[config.mk]
export PLATFORM = sky130hd
export DESIGN_NAME = song_player
export DESIGN_NICKNAME = d
export VERILOG_FILES = /design/src/rtl/song_player.sv
export SDC_FILE = /design/constraint.sdc
export NUM_CORES = 1
export LEC_CHECK = 0
export ABC_CLOCK_PERIOD_IN_PS = 5950
export BUFFER_PORTS_ARGS = -buffer_cell sky130_fd_sc_hd__buf_2
export CAP_MARGIN = 10
export CORE_MARGIN = 2
export CORE_UTILIZATION = 65
export DETAILED_ROUTE_END_ITERATION = 8
export GPL_TIMING_DRIVEN = 0
export MAX_ROUTING_LAYER = met4
export PLACE_DENSITY = 0.92
export SLEW_MARGIN = 20
export SYNTH_ARGS = -nofsm -noshare
export SYNTH_HDL_FRONTEND = slang
export SYNTH_SLANG_ARGS = --single-unit
[constraint.sdc]
create_clock -name clk -period 5.95 [get_ports clk]
set_input_delay 0.8925 -clock clk [delete_from_list [all_inputs] [get_ports clk]]
set_output_delay 0.8925 -clock clk [all_outputs]
set_load 0.02 [all_outputs]
[src/rtl/song_player.sv]
// rtl/song_player.sv - song ROM sequencer replaying note entries with millisecond timing
module song_player #(
    parameter int TICK_CYCLES = 100000,
    parameter int ADDR_BITS   = 6,
    parameter int NOTE_BITS   = 4,
    parameter int LENGTH_BITS = 3,
    parameter int UNIT_MS     = 125,
    parameter int GAP_MS      = 20
) (
    input  logic                                 clk,
    input  logic                                 rst,
    input  logic                                 start,
    input  logic                                 stop,
    input  logic                                 pause,
    input  logic [ADDR_BITS-1:0]                 song_base,
    output logic [ADDR_BITS-1:0]                 rom_addr,
    input  logic [2+NOTE_BITS+LENGTH_BITS-1:0]   rom_data,
    output logic [NOTE_BITS-1:0]                 note_out,
    output logic [1:0]                           octave_out,
    output logic                                 note_valid,
    output logic                                 playing,
    output logic                                 paused,
    output logic                                 done,
    output logic [ADDR_BITS-1:0]                 cur_index
);

    localparam int PW = (TICK_CYCLES > 1) ? $clog2(TICK_CYCLES) : 1;
    localparam int MW = 16;

    typedef enum logic [2:0] {
        S_IDLE, S_FETCH, S_LOAD, S_SOUND, S_GAP, S_PAUSED, S_DONE
    } state_t;

    state_t                 state_q, state_d, resume_q, resume_d;
    logic [ADDR_BITS-1:0]   rom_addr_q, rom_addr_d, base_q, base_d, cur_index_q, cur_index_d;
    logic [NOTE_BITS-1:0]   note_q, note_d;
    logic [1:0]             oct_q, oct_d;
    logic                   nv_q, nv_d, playing_q, playing_d, paused_q, paused_d, done_q, done_d;
    logic [PW-1:0]          presc_q, presc_d;
    logic [MW-1:0]          ms_q, ms_d, target_q, target_d;

    logic [LENGTH_BITS-1:0] ent_len;
    logic [NOTE_BITS-1:0]   ent_note;
    logic [1:0]             ent_oct;
    logic                   tick, sound_end, gap_end, last_addr;
    logic [MW-1:0]          ms_inc;

    assign ent_len   = rom_data[LENGTH_BITS-1:0];
    assign ent_note  = rom_data[LENGTH_BITS +: NOTE_BITS];
    assign ent_oct   = rom_data[LENGTH_BITS+NOTE_BITS +: 2];
    assign tick      = (presc_q == PW'(TICK_CYCLES - 1));
    assign ms_inc    = ms_q + MW'(1);
    assign sound_end = tick && (ms_inc == target_q);
    assign gap_end   = tick && (ms_inc == MW'(GAP_MS));
    assign last_addr = &rom_addr_q;

    always_ff @(posedge clk or posedge rst) begin
        if (rst) state_q <= S_IDLE;
        else     state_q <= state_d;
    end

    always_comb begin
        state_d = state_q;
        if (stop) begin
            state_d = S_IDLE;
        end else begin
            case (state_q)
                S_IDLE, S_DONE: if (start) state_d = S_FETCH;
                S_FETCH:        state_d = S_LOAD;
                S_LOAD:         state_d = (ent_len == '0) ? S_DONE : S_SOUND;
                S_SOUND: begin
                    if (pause)          state_d = S_PAUSED;
                    else if (sound_end) state_d = S_GAP;
                end
                S_GAP: begin
                    if (gap_end)    state_d = last_addr ? S_DONE : S_FETCH;
                    else if (pause) state_d = S_PAUSED;
                end
                S_PAUSED:       if (!pause) state_d = resume_q;
                default:        state_d = S_IDLE;
            endcase
        end
    end

    // The edge that enters PAUSED still advances the timers, so sounding time is preserved.
    always_comb begin
        rom_addr_d = rom_addr_q;
        base_d     = base_q;
        note_d     = note_q;
        oct_d      = oct_q;
        nv_d       = nv_q;
        presc_d    = presc_q;
        ms_d       = ms_q;
        target_d   = target_q;
        resume_d   = resume_q;
        done_d     = 1'b0;
        if (stop) begin
            nv_d = 1'b0;
        end else begin
            case (state_q)
                S_IDLE, S_DONE: begin
                    if (start) begin
                        rom_addr_d = song_base;
                        base_d     = song_base;
                    end
                end
                S_LOAD: begin
                    if (ent_len != '0) begin
                        note_d   = ent_note;
                        oct_d    = ent_oct;
                        nv_d     = (ent_note != '0);
                        presc_d  = '0;
                        ms_d     = '0;
                        target_d = MW'(ent_len) * MW'(UNIT_MS) - MW'(GAP_MS);
                    end else begin
                        done_d = 1'b1;
                    end
                end
                S_SOUND: begin
                    presc_d  = tick ? '0 : presc_q + PW'(1);
                    ms_d     = tick ? ms_inc : ms_q;
                    resume_d = sound_end ? S_GAP : S_SOUND;
                    if (sound_end) begin
                        ms_d = '0;
                        nv_d = 1'b0;
                    end
                    if (pause) nv_d = 1'b0;
                end
                S_GAP: begin
                    presc_d  = tick ? '0 : presc_q + PW'(1);
                    ms_d     = tick ? ms_inc : ms_q;
                    resume_d = S_GAP;
                    if (gap_end) begin
                        ms_d = '0;
                        if (last_addr) done_d = 1'b1;
                        else           rom_addr_d = rom_addr_q + ADDR_BITS'(1);
                    end
                end
                S_PAUSED: begin
                    if (!pause) nv_d = (resume_q == S_SOUND) && (note_q != '0);
                end
                default: ;
            endcase
        end
        playing_d   = state_d inside {S_FETCH, S_LOAD, S_SOUND, S_GAP, S_PAUSED};
        paused_d    = (state_d == S_PAUSED);
        cur_index_d = rom_addr_d - base_d;
    end

    always_ff @(posedge clk or posedge rst) begin
        if (rst) begin
            resume_q    <= S_IDLE;
            rom_addr_q  <= '0;
            base_q      <= '0;
            note_q      <= '0;
            oct_q       <= '0;
            nv_q        <= 1'b0;
            playing_q   <= 1'b0;
            paused_q    <= 1'b0;
            done_q      <= 1'b0;
            cur_index_q <= '0;
            presc_q     <= '0;
            ms_q        <= '0;
            target_q    <= '0;
        end else begin
            resume_q    <= resume_d;
            rom_addr_q  <= rom_addr_d;
            base_q      <= base_d;
            note_q      <= note_d;
            oct_q       <= oct_d;
            nv_q        <= nv_d;
            playing_q   <= playing_d;
            paused_q    <= paused_d;
            done_q      <= done_d;
            cur_index_q <= cur_index_d;
            presc_q     <= presc_d;
            ms_q        <= ms_d;
            target_q    <= target_d;
        end
    end

    assign rom_addr   = rom_addr_q;
    assign note_out   = note_q;
    assign octave_out = oct_q;
    assign note_valid = nv_q;
    assign playing    = playing_q;
    assign paused     = paused_q;
    assign done       = done_q;
    assign cur_index  = cur_index_q;

endmodule

==> run summary <==
clk slew on worst S/H paths -> 0.08 ns
mapped cell area -> 0.005393 mm2
drt first pass iters -> 6
Row Count -> 33
routed vias/inst -> 6.611
fill count -> 542
Final ANT Viol Nets -> 0
max-slew violations -> 0
post-layout util -> 0.7328
Vias -> 5190
Post-CTS Setup Repair Bufs -> 0
area leader, netlist -> dfrtp_1
Die Span X -> 95.09 um
Max Freq -> 210.0 MHz
worst hold-check path type -> reg -> reg
WP data required -> 6.24 ns
Worst Path Buf+Inv -> 2
max_slew headroom -> 0.3915
Root Driver -> clkbuf_8
share of layout cells above drive strength 1 -> 0.1441
Final Hold Fails -> 0
Power Dens Cells -> 351.5 mW/mm2
CTS buffer count -> 9
Max Root-Sink Buffers -> 2
FFs w/ async S/R, synth -> 1.000
slowest stage delay, CP -> 0.62 ns
status -> completed
Slowest cell on crit path -> nor4_2
crit-path cells -> ha_1, clkbuf_1, nand3_4, nor4_1, xnor2_1, nand4_1, nor4_2, buf_2, nand3_1, xor2_1, o21ai_0, ha_1, a21oi_1, o21bai_1, a21oi_1, xnor2_1, xnor2_1
top cells by count, synth -> dfrtp_1 (77), nand2_1 (77), nor2_1 (53)
Synth warnings -> 0
Critical Path Start Type -> flop
Fin Setup TNS -> 0 ns
worst hold margin -> 0.4913 ns
number of global-route vias before repair -> 4871
initial antenna violation count -> 0
Setup Crit Path Kind -> reg -> reg
Synth Flop Type -> dfrtp_1
Setup violations, final -> 0
crit-path max FO -> 10
total gr overflow -> 0
core area -> 0.008134 mm2
Leakage -> 2.716 nW
peak supply drop -> 0.3240 mV
Clock Skew -> 0.01237 ns
Crit path arrival time -> 5.05 ns
post-cts sizing count -> 0
Final HPWL DP -> 9906 um
die area -> 0.009041 mm2
I/O Pins -> 42
synth unique cells -> 74
die height -> 95.09 um
CP delay by family, top -> simple AND/OR/NAND/NOR gates
Setup crit end kind -> flop
RSZ-0062 raised after global routing -> false
WL final -> 13910 um
drt drc -> 0
I/O Buffers -> 40
Avg Inst Size Synth -> 8.684 um2
Area Growth Syn to Fin -> 10.53%
H-Tree Depth -> 3
Post-Syn Nets -> 670
Gate Count Post-Synth -> 621
Worst-Skew Late Latency -> 0.37 ns
Synth area leaders -> dfrtp_1 (36%), ha_1 (5.6%), nand2_1 (5.4%), o21ai_0 (4.0%), nor2_1 (3.7%)
Seq/Total Area, Yosys -> 0.3573
largest net degree at the start of global routing -> 54
Yosys reg bits -> 77
CTS tree -> done
starting density of the core -> 0.6630
n_diodes -> 0
Tcrit/Tclk final -> 0.8003
1st-iter DRT viols -> 522
EDFF count, synth -> 0
first-pass GRT wire length -> 22800 um
number of max-cap violations -> 0
Sink Count -> 77
pin slew with the least headroom to its limit -> 0.9057 ns
Crit path top cell by count -> xnor2_1
RD Place Congestion -> 0.9446
Wirelength per Cell -> 17.72 um
flop2flop setup slack -> 1.19 ns
final net count -> 724
post-layout min period -> 4.762 ns
top cell type's share of synthesized area -> 0.3573
# hold bufs at CTS -> 0
total track usage -> 0.3297
[sequential cells by signal (all words and copies together) (netlist names), 2 cells and up]
name and flops:
ms_q 16, presc_q 17, cur_index 6, state_q 3
base_q 6, note_out 4, rom_addr 6, octave_out 2
resume_q 2, target_q 11
[metal layers]
layer	vias up	wire length (um)	GRT usage
li1	2347	-	-
met1	2479	5706	0.4316
met2	310	6720	0.5246
met3	54	1102	0.05217
met4	0	379	0.1147
met5	-	0	-
[final cells by class]
type                    instances  area (um2)  area share
inverters                      37       141.4     0.02372
flip-flops and latches         77        1927      0.3233
repair buffers                 43       240.2     0.04030
clock inverters                 7       57.56    0.009656
clock buffers                   9       123.9     0.02078
well taps                     105       131.4     0.02204
multi-input cells             475        3199      0.5367
plain buffers                  32       140.1     0.02351
[worst min-delay path: cells and delay by family, from the launching register on]
family        cells  cell delay [ns]
flops             1             0.35
simple gates      2             0.11
[through the flow]
stage	total power, mW	worst slack (ns)	instance area, um2	std cells
final	2.095	1.188	5961	785
after global routing	2.232	0.8259	5961	785
after CTS	2.079	1.287	5961	785
after detailed placement	1.701	1.367	5779	769
after global placement	1.643	1.476	5724	766
after floorplan	1.446	2.042	5393	621
[worst paths after layout]
| path | endpoint | start | depth (start not counted) |
|---|---|---|---|
| setup / recovery | cur_index[5]$_DFF_PP0_ | ms_q[1]$_DFFE_PP0P_ | 17 |
| hold / removal | octave_out[0]$_DFFE_PP0P_ | octave_out[0]$_DFFE_PP0P_ | 2 |
| setup reg to reg | cur_index[5]$_DFF_PP0_ | ms_q[1]$_DFFE_PP0P_ | 17 |
| hold reg to reg | octave_out[0]$_DFFE_PP0P_ | octave_out[0]$_DFFE_PP0P_ | 2 |
| max in group asynchronous | target_q[6]$_DFFE_PP0P_ | rst | 3 |
| min in group asynchronous | presc_q[15]$_DFFE_PP0P_ | rst | 2 |
[cell usage in the layout (no fill, tap or decap), types with 4 or more instances in the layout]
cell type / n
mux2_2: 6
nor4_1: 6
nor2_1: 53
o21ai_1: 5
nor2b_1: 12
a21o_1: 12
o221ai_1: 9
clkbuf_1: 19
clkbuf_8: 9
nand4_1: 13
a21oi_1: 30
a221oi_1: 4
o31ai_1: 5
nor4_2: 6
ha_1: 24
o21ai_0: 43
nand3_1: 15
dfrtp_1: 77
buf_2: 50
nand2_1: 77
or3_1: 8
nor3_1: 7
or4_1: 6
nand4b_1: 5
nand3b_1: 4
xnor2_1: 22
inv_1: 36
and3_1: 14
nor3b_1: 5
mux2i_1: 8
a31oi_1: 8
fa_1: 5
xor2_1: 14
[logic make-up after synthesis]
family / after synthesis / synth area share
simple gates: 252 / 0.2545
compound gates: 144 / 0.1763
flops: 77 / 0.3573
buf+inv: 69 / 0.05174
xor+xnor: 36 / 0.05847
fa+ha+maj: 29 / 0.07425
mux: 14 / 0.02738
[power by group]
part           total, mW  internal [mW]  switching, mW
Sequential         0.785          0.673          0.112
Combinational      0.936          0.371          0.564
Clock              0.374          0.156          0.217
No activity file was read; power rests on OpenSTA's default activity.
